<file path="src/rtl/baluga_pkg.sv">
// Shared definitions for the BaLuGa core: datapath widths, opcode field
// position and the fetch state encoding.
package baluga_pkg;

    localparam int ADDR_W  = 8;
    localparam int INSTR_W = 9;

    localparam int OPC_MSB = 8;
    localparam int OPC_LSB = 5;
    localparam int OPC_W   = 4;

    localparam logic [OPC_W-1:0] HALT_OPCODE = 4'b1111;

    typedef enum logic [1:0] {
        IDLE,
        RUN,
        HALT
    } fetch_state_t;

endpackage

</file>
<file path="src/rtl/fetch_sequencer.sv">
// BaLuGa instruction-fetch controller: PC, ROM addressing, registered output stage.
// Define FETCH_PERF_CNT_EN to build the saturating fetched-instruction counter.
module fetch_sequencer #(
    parameter int                      ADDR_W      = baluga_pkg::ADDR_W,
    parameter int                      INSTR_W     = baluga_pkg::INSTR_W,
    parameter logic [ADDR_W-1:0]       START_ADDR  = 8'd0,
    parameter logic [baluga_pkg::OPC_W-1:0] HALT_OPCODE = baluga_pkg::HALT_OPCODE
) (
    input  logic               clock,
    input  logic               reset_n,
    input  logic               start,
    output logic [ADDR_W-1:0]  rom_address,
    input  logic [INSTR_W-1:0] rom_instruction,
    output logic [INSTR_W-1:0] instr_out,
    output logic [ADDR_W-1:0]  instr_pc,
    output logic               instr_valid,
    input  logic               instr_ready,
    input  logic               redirect_valid,
    input  logic [ADDR_W-1:0]  redirect_target,
    output logic               halted,
    output logic [15:0]        fetch_count
);
    import baluga_pkg::*;

    fetch_state_t      state;
    fetch_state_t      state_next;
    logic [ADDR_W-1:0] pc;
    logic              load;
    logic              redirect_take;
    logic              start_take;

    always_comb begin
        state_next    = state;
        load          = 1'b0;
        redirect_take = 1'b0;
        start_take    = 1'b0;
        case (state)
            IDLE: begin
                if (start) begin
                    start_take = 1'b1;
                    state_next = RUN;
                end
            end
            RUN: begin
                // Redirect outranks both the load and any halt word it would capture.
                if (redirect_valid) begin
                    redirect_take = 1'b1;
                end else if (!instr_valid || instr_ready) begin
                    load = 1'b1;
                    if (rom_instruction[OPC_MSB:OPC_LSB] == HALT_OPCODE) begin
                        state_next = HALT;
                    end
                end
            end
            HALT: begin
                if (start) begin
                    start_take = 1'b1;
                    state_next = RUN;
                end
            end
            default: state_next = IDLE;
        endcase
    end

    always_ff @(posedge clock or negedge reset_n) begin
        if (!reset_n) begin
            state <= IDLE;
        end else begin
            state <= state_next;
        end
    end

    always_ff @(posedge clock or negedge reset_n) begin
        if (!reset_n) begin
            pc          <= '0;
            instr_out   <= '0;
            instr_pc    <= '0;
            instr_valid <= 1'b0;
        end else if (load) begin
            instr_out   <= rom_instruction;
            instr_pc    <= pc;
            instr_valid <= 1'b1;
            pc          <= pc + ADDR_W'(1);
        end else if (redirect_take) begin
            pc          <= redirect_target;
            instr_valid <= 1'b0;
        end else if (start_take) begin
            pc          <= START_ADDR;
            instr_valid <= 1'b0;
        end else if (instr_valid && instr_ready) begin
            instr_valid <= 1'b0;
        end
    end

    assign rom_address = pc;
    assign halted      = (state == HALT);

`ifdef FETCH_PERF_CNT_EN
    logic [15:0] count;

    always_ff @(posedge clock or negedge reset_n) begin
        if (!reset_n) begin
            count <= '0;
        end else if (start_take) begin
            count <= '0;
        end else if (load && (count != '1)) begin
            count <= count + 16'd1;
        end
    end

    assign fetch_count = count;
`else
    assign fetch_count = '0;
`endif

endmodule

</file>
<file path="config.mk">
export PLATFORM = sky130hd
export DESIGN_NAME = fetch_sequencer
export DESIGN_NICKNAME = d
export VERILOG_FILES = /design/src/rtl/baluga_pkg.sv /design/src/rtl/fetch_sequencer.sv
export SDC_FILE = /design/constraint.sdc
export NUM_CORES = 1
export LEC_CHECK = 0
export CORE_MARGIN = 1.5
export CORE_UTILIZATION = 30
export DETAILED_ROUTE_END_ITERATION = 8
export HOLD_SLACK_MARGIN = 0.15
export PLACE_DENSITY_LB_ADDON = 0.1
export SLEW_MARGIN = 10
export SYNTH_ARGS = -nofsm -noshare
export SYNTH_HDL_FRONTEND = slang
export SYNTH_SLANG_ARGS = --single-unit
</file>
<file path="constraint.sdc">
create_clock -name clock -period 4.8 [get_ports clock]
set_clock_uncertainty 0.1 [all_clocks]
set_input_delay 0.96 -clock clock [delete_from_list [all_inputs] [get_ports clock]]
set_output_delay 0.96 -clock clock [all_outputs]
set_load 0.01 [all_outputs]
</file>
Yosys cells after proc, flatten, opt, wreduce, memory -nomap -nowiden

Cells that the tools add are included.

$add $sub $neg: 1
Equality and inequality tests: 7
Muxes and demuxes: 19
Reductions and logical operators: 8

Operators by type and width:

| cell                                                                  | count |
|---|---|
| 8-bit two-way mux                                                     | 3 |
| 1-bit two-way mux                                                     | 11 |
| 8-bit by 1-bit adder with 8-bit output, second input constant         | 1 |
| 2-bit two-way mux                                                     | 4 |
| 2-bit != test, second input constant                                  | 3 |
| 4-bit equality test, second input constant                            | 1 |
| 2-bit one-hot mux with 2 select lines                                 | 1 |
| 4-bit AND reduction                                                   | 1 |
| 4-bit nonzero test                                                    | 1 |
| 3-bit nonzero test                                                    | 1 |
| 2-bit by 1-bit equality test with 1-bit output, second input constant | 1 |
| 2-bit equality test, second input constant                            | 1 |
| 2-bit logical NOT                                                     | 1 |
| 2-bit by 1-bit != test with 1-bit output, second input constant       | 1 |
| 2-bit OR reduction                                                    | 1 |
| 1-bit logical AND                                                     | 1 |
| 1-bit logical NOT                                                     | 1 |
| 1-bit logical OR                                                      | 1 |

Bits in registers: 28
Input bits: 22
Output and inout port bits: 43
Logic and storage cells: 40

Depth between registers and ports, before layout

Word-level depth: 6
Gate-level depth with buffers: 6

Worst setup path before layout

No wires, ideal clock.

Path type: input port to flip-flop
Start: in instr_ready
End: reg pc[4], in the netlist rom_address[4]
Data arrival time: 1.874 ns
Data required time: 4.631 ns
Slack: 2.757 ns
Cell stages on the path: 5
Cell sequence: nor2b_4 -> or3_1 -> buf_2 -> or3_1 -> nand3_1

Word-level cells in the longest chain between the ends: 5
Elaborated cells between the ends (all ways): 6

Ends and longest elaborated chain:

| element                                                                  | line                  | text |
|---|---|---|
| start, declared                                                          | fetch_sequencer.sv:17 | `input logic instr_ready,` |
| 1-bit logical OR *                                                       | fetch_sequencer.sv:48 | `end else if (!instr_valid \|\| instr_ready) begin` |
| 1-bit two-way mux *                                                      | fetch_sequencer.sv:48 |  |
| 1-bit two-way mux *                                                      | fetch_sequencer.sv:46 | `if (redirect_valid) begin` |
| 1-bit two-way mux *                                                      | fetch_sequencer.sv:37 | `case (state)` |
| 3-bit nonzero test (no source line) or 8-bit two-way mux (tied branches) | --                    |  |
| end signal, assigned                                                     | fetch_sequencer.sv:83 | `pc <= pc + ADDR_W'(1);` |
| end signal, assigned                                                     | fetch_sequencer.sv:85 | `pc <= redirect_target;` |
| end, declared                                                            | fetch_sequencer.sv:27 | `logic [ADDR_W-1:0] pc;` |

Every way passes the cells marked *; elsewhere a longest branch is shown, timed or not.
A chain may end at the register's enable or synchronous reset.

Final worst setup path

Ends and elaborated chain as after synthesis.

==> run metrics <==
Crit path max-delay family=simple AND/OR/NAND/NOR gates; HPWL Detailed=2290 um; number of CTS-inserted buffers=3; Critical Path Start Type=input pin; Internal=0.725 mW; VDD IR max=221 uV; HP Class=register to register; Mapped Area=1380 sq um; # hold bufs at CTS=0; root buf cell=clkbuf_8; sequential share of power=38.0%; outcome=finished clean; sequential element share of the synthesized area=50.8%; die width=70.8 um; post-synthesis cell count=155; worst reg2reg setup slack=2.81 ns; Bufs and invs on worst path=1; Die Area=5010 sq um; CTS tree=yes; kind of critical path=input pin to register; DR DRC count=0; Post-CTS Setup Inserts=0; Vias=1167; Clk network pwr share=16.2%; GPL Wtd Cong=0.819; DRT iter0 DRCs=74; worst rel slew slack=42.6%; cts repair resizes=0; nets@finish=226; Leakage=0.888 nW; hold_ws=0.386 ns; switching power=0.403 mW; num rows=24; clk buf depth=2; most frequent CP cell=or3_1; Max Slew Vio Count=0; first-pass GRT wire length=5320 um; crit path DAT=2.84 ns; synth unique cells=31; Via density=4.59; Total Routing Usage GR=13.3%; slew of the pin with the lowest slew margin=0.861 ns; achievable frequency=367 MHz; Syn. warnings=0; M3 GR Usage=3.13%; antenna violations before repair=0; WL/cell=12.5 um; minimum clock period=2.73 ns; Critical Path Fanout Max=26; PwrDens=586 nW/um^2; CP peak stage delay=0.71 ns; fin util=43.9%; average size of a mapped cell=8.90 sq um; PortBufs=48; final setup fails=0; Worst EP required=4.91 ns; fillers=418; GRT met2 Usage=21.3%; Max-cap violations=0; vias in the first global route=1113; Final Cycle Share=56.8%; DR pass1 iterations=4; Core ar.=4380 sq um; area of the multi-input gates=576 sq um; IO Pins=65; TNS Setup=0 ns; effective utilization at floorplan=31.4%; Skew-Pair Late Insertion Delay=0.27 ns; Combinational Power Share=45.7%; clk sinks=28; GRT overflow=0; met1 usage=17.4%; ANT cells=0; Critical Path End Type=register; Area Overhead vs Synth=39.7%; die height=70.8 um; Sequential cell area=701 sq um; RSZ-0062 raised after global routing=false; crit-path cells=clkdlybuf4s50_1, nor2b_4, or3_1, or3_1, nand3_1; busiest layer in global routing=met2; drt total wl=3170 um; ANT nets after route=0; Reg clk slew, reported paths=0.09 ns; Fin. Hold Viols=0; flops & latches, synth=28; switching share of power=35.7%; CTS H-tree lvls=1; slowest CP cell=or3_1; pin count of the biggest net entering global routing=29; layout cells sized above 1=4.46%
-- worst register-to-register path, cell delays in order (launching register included) --
cell and delay, ns:
dfrtp_1 0.41, nor2b_4 0.15, or3_1 0.71, or3_1 0.48, nand3_1 0.08
-- cell families (layout without fill, tap and decap cells) --
kind of cell	Yosys count	in the layout	share of synthesized area, %
AO/OA/AOI/OAI	22	22	10.4
adder cells (fa/ha/maj)	1	1	0.907
AND/OR/NAND/NOR	76	76	25.7
flip-flops	28	28	50.8
buffers and inverters	27	59	11.9
other	1	16	0.272
-- state kept, by name (all words and copies together), names as in the netlist --
signal	flops
instr_out	9
state	2
rom_address	8
instr_valid	1
instr_pc	8
-- through the flow --
step	total power, mW	worst slack (ns)	std cells	instance area [sq um]
6_report	1.13	2.07	254	1930
5_1_grt	1.22	1.97	254	1930
4_1_cts	1.15	2.06	254	1930
3_5_place_dp	0.957	1.75	250	1860
3_3_place_gp	0.946	1.81	250	1860
2_1_floorplan	0.680	2.76	170	1440
-- worst paths after layout --
path | start | to | cells after the start
max | instr_ready | rom_address[4] | 5
max reg2reg | instr_valid | rom_address[4] | 4
min | instr_out[7] | instr_out[7] | 2
min reg2reg | instr_out[7] | instr_out[7] | 2
max in group asynchronous | reset_n | instr_valid | 2
min in group asynchronous | reset_n | instr_pc[0] | 2
-- synthesized netlist by cell type --
master     instances  area (sq um)
nand3_1            4          20.0
nor3b_1            2          15.0
nand4_1            2          12.5
a222oi_1           1          10.0
dfrtp_1           28           701
nor2b_4            1          13.8
a22oi_1            2          15.0
or3_1              2          12.5
nand2b_4           1          13.8
a221o_1            1          10.0
and2b_1            1          7.51
and2_1             1          6.26
o211ai_1           2          15.0
a21oi_1            3          15.0
clkbuf_1           4          15.0
o31a_1             2          17.5
o2bb2ai_1          1          8.76
nor2_1             1          3.75
o21ai_0            9          45.0
buf_4             16           120
nand2b_1           2          12.5
and3b_1            1          8.76
conb_1             1          3.75
nor4_1             2          12.5
ha_1               1          12.5
and3_1             1          6.26
nor3_1             2          10.0
inv_1              5          18.8
o21a_1             1          7.51
nand2_1           53           199
buf_2              2          10.0
-- power groups by stage --
stage	Combinational, mW	Clock [mW]	Sequential (mW)
after floorplan	0.214	0	0.466
after global routing	0.571	0.201	0.447
final	0.516	0.183	0.429
after CTS	0.524	0.193	0.430
after global placement	0.516	0	0.430
after detailed placement	0.523	0	0.434
-- cell usage in the layout (no fill, tap or decap), drive strengths merged, types with 2 or more instances in the layout --
cell type,n
a21oi,3
a22oi,2
buf,2
clkbuf,3
clkdlybuf4s50,48
conb,16
dfrtp,28
inv,5
nand2,53
nand2b,3
nand3,4
nand4,2
nor3,2
nor3b,2
nor4,2
o211ai,2
o21ai,9
o31a,2
or3,2
-- routing by layer --
metal  share of wire (%)  routed length [um]  up-vias
li1                    -                   -      578
met1                  45                1430      549
met2                  48                1520       38
met3                 6.1                 193        2
met4                0.76                  24        0
met5                   0                   0        -
-- cell type report --
cell class	instances	share of cell area, %
Timing Repair Buffer	50	25.7
Multi-Input combinational cell	115	29.9
Sequential cell	28	36.4
Clock inverter	1	1.56
Tap cell	52	3.38
Inverter	5	0.974
Clock buffer	3	2.14
(Power assumes the default switching activity.)
==> RTL edit (same settings) <==
Add a define of `FETCH_PERF_CNT_EN`.
--- a/src/rtl/fetch_sequencer.sv
+++ b/src/rtl/fetch_sequencer.sv
@@ -1,5 +1,7 @@
 // BaLuGa instruction-fetch controller: PC, ROM addressing, registered output stage.
 // Define FETCH_PERF_CNT_EN to build the saturating fetched-instruction counter.
+`define FETCH_PERF_CNT_EN
+
 module fetch_sequencer #(
     parameter int                      ADDR_W      = baluga_pkg::ADDR_W,
     parameter int                      INSTR_W     = baluga_pkg::INSTR_W,
Function: changed (a bounded check fails within 4 cycles, from zero or initial values and one cycle with reset_n low).
==> RTL edit against the unedited design <==
  * Area after synthesis rose by 56%
  * Power rose by 40%
  * Count of clock-buffer cells in the layout rose by 2
  * Design area rose by 55%
  * Critical path type unchanged
  * Sequential power rose by 44%
  * Sequential cell count rose by 16
  * Sequential share of layout area rose by 0.49 points
  * Setup slack improved by 9.3 ps
  * Largest power group unchanged
  * First-iteration DRC count rose by 59%
  * Global-route usage rose by 2.6 points
  * Highest routed layer unchanged
  * Critical path depth rose by 2
  * Routed wire length rose by 77%
==> RTL edit: results (changes against the unedited design) <==
stage;metric;value;unit;change
logic_synthesis;Synth top cells by count;nand2_1, dfrtp_1, nand3_1, o21ai_0, o21ai_1;;
logic_synthesis;ys flop type;dfrtp_1;;
hold_path;Hold Startpoint;instr_pc[7];;
routing;1st-pass router iterations;4;;unchanged
cells_and_area;share of layout cells above drive strength 1;5.57;%;+1.1 points
clock_tree;H-tree Lvls;2;;+1
logic_synthesis;Synth Instances;239;;+54%
timing;Hold Slack;379;ps;-7.08 ps
global_routing;GRT Util Overall;15.8;%;+2.6 points
global_routing;first-pass GRT wire length;9.41;mm;+77%
logic_synthesis;Synth area leaders;dfrtp_1, nand2_1, nand3_1;;
critical_path;R2R Path End;rom_address[6];;
critical_path;R2R Setup Slk;2770;ps;-40 ps
power_and_ir_drop;Leakage;0.00130;uW;+47%
logic_synthesis;Async SR Flop Fraction;100;%;unchanged
routing;WL per Instance;14.0;um;+12%
logic_synthesis;Mapped Nets;263;;
clock_tree;Post-CTS Resized;0;;unchanged
placed_design;Port-buffer cells;64;;+33%
routing;Iteration-0 DRC Markers;118;;+59%
logic_synthesis;Synth Warn #;0;;unchanged
critical_path;Worst Path Arrival;2810;ps;-30 ps
critical_path;Worst R2R Start;state[1];;
logic_synthesis;Distinct cells, synth;39;;+26%
cells_and_area;NumNets Final;328;;+45%
cells_and_area;diode count;0;;unchanged
power_and_ir_drop;peak supply drop;0.000189;V;-14%
logic_synthesis;register area share after synthesis;51.2;%;+0.41 points
cells_and_area;Layout Cells excl Fill;401;;+58%
clock_tree;CTS Root Cell;clkbuf_8;;
placed_design;gp weighted congestion;0.846;;+3.3%
critical_path;slowest cell delay on critical path;440;ps;-270 ps
critical_path;Worst Reg2Reg Path Length in Cells;6;;+2
hold_path;hold endpoint;instr_pc[7];;
global_routing;initial antenna violation count;0;;unchanged
clock_tree;Clock transition at path regs;100;ps;
run_status;status;finished clean;;
routing;vias per inst;4.86;;+5.7%
placed_design;DP Area;2870;um2;+55%
placed_design;HPWL after DPL;3.80;mm;+66%
routing;Residual DRC;0;;unchanged
clock_tree;CTS buffer count;5;;+2
cells_and_area;max reg flops;16;;+7
placed_design;DP Cell Count;393;;+57%
timing;Rel. slew slack;33.4;%;-9.2 points
critical_path;Max FO, Critical Path;32;;+23%
critical_path;critical path's slowest cell;clkdlybuf4s50_1;;
clock_tree;clk_lat worst skew;310;ps;+40 ps
global_routing;vias in the first global route;1911;;+72%
global_routing;largest net degree at the start of global routing;45;;+55%
critical_path;Critical path origin;instr_ready;;
## RTL edit: changes by cell type in the layout (fill, tap and decap cells not counted), sizes merged, moves of 3 or more
| cell | unedited run | this run |
|---|---|---|
| nor3 | 2 | 8 |
| clkdlybuf4s50 | 48 | 63 |
| nand3 | 4 | 13 |
| a221o | 1 | 5 |
| and3 | 1 | 7 |
| or3 | 2 | 5 |
| conb | 16 | 0 |
| nor2 | 1 | 10 |
| nand2 | 53 | 69 |
| o21ai | 9 | 25 |
| dfrtp | 28 | 44 |
| nand4 | 2 | 6 |
## RTL edit: logic make-up after synthesis
group,after synthesis,share of synthesized area (%)
AOI/OAI and AO/OA,47,14.1
muxes,2,0.931
DFF,44,51.2
buffers and inverters,12,2.97
adders and majority gates,2,1.16
and+or+nand+nor,132,29.6
## RTL edit: final cells by class
type | instances | area (um2)
fillers | 696 | 3880
flip-flops and latches | 44 | 1100
multi-input cells | 183 | 985
repair buffers | 66 | 651
well taps | 96 | 120
clock buffers | 5 | 68.8
clock inverters | 3 | 47.5
inverters | 4 | 15.0
## RTL edit: worst max-delay path by stage
stage | end | cells past startpoint
final | rom_address[6] | 7
after global routing | rom_address[6] | 7
after CTS | rom_address[6] | 7
after detailed placement | rom_address[6] | 7
after global placement | rom_address[6] | 7
after floorplan | fetch_count[9] | 4
## RTL edit: through the flow
stage               power, uW  setup slack, ps
global route             1700             1890
finish                   1580             2080
floorplan                 948             2550
detailed placement       1310             1780
CTS                      1610             2110
global placement         1300             1850
## RTL edit: metal layers
metal  up-vias  wire [um]  global-route usage (%)
li1        966          -                       -
met1       918       2810                    22.5
met2        58       2450                    24.0
met3         6        270                    3.49
met4         0         71                    5.19
met5         -          0                       0
## RTL edit: power by group
part / internal [uW] / leakage (uW) / switching [uW]
sequential: 497 / 0.000569 / 121
clock: 157 / 0.0000583 / 139
combinational: 342 / 0.000675 / 324
## RTL edit: worst max-delay path, delay by kind of cell
family	cells	cell delay, ps
AO/OA/AOI/OAI	1	270
buffers and inverters	2	810
AND/OR/NAND/NOR	4	770
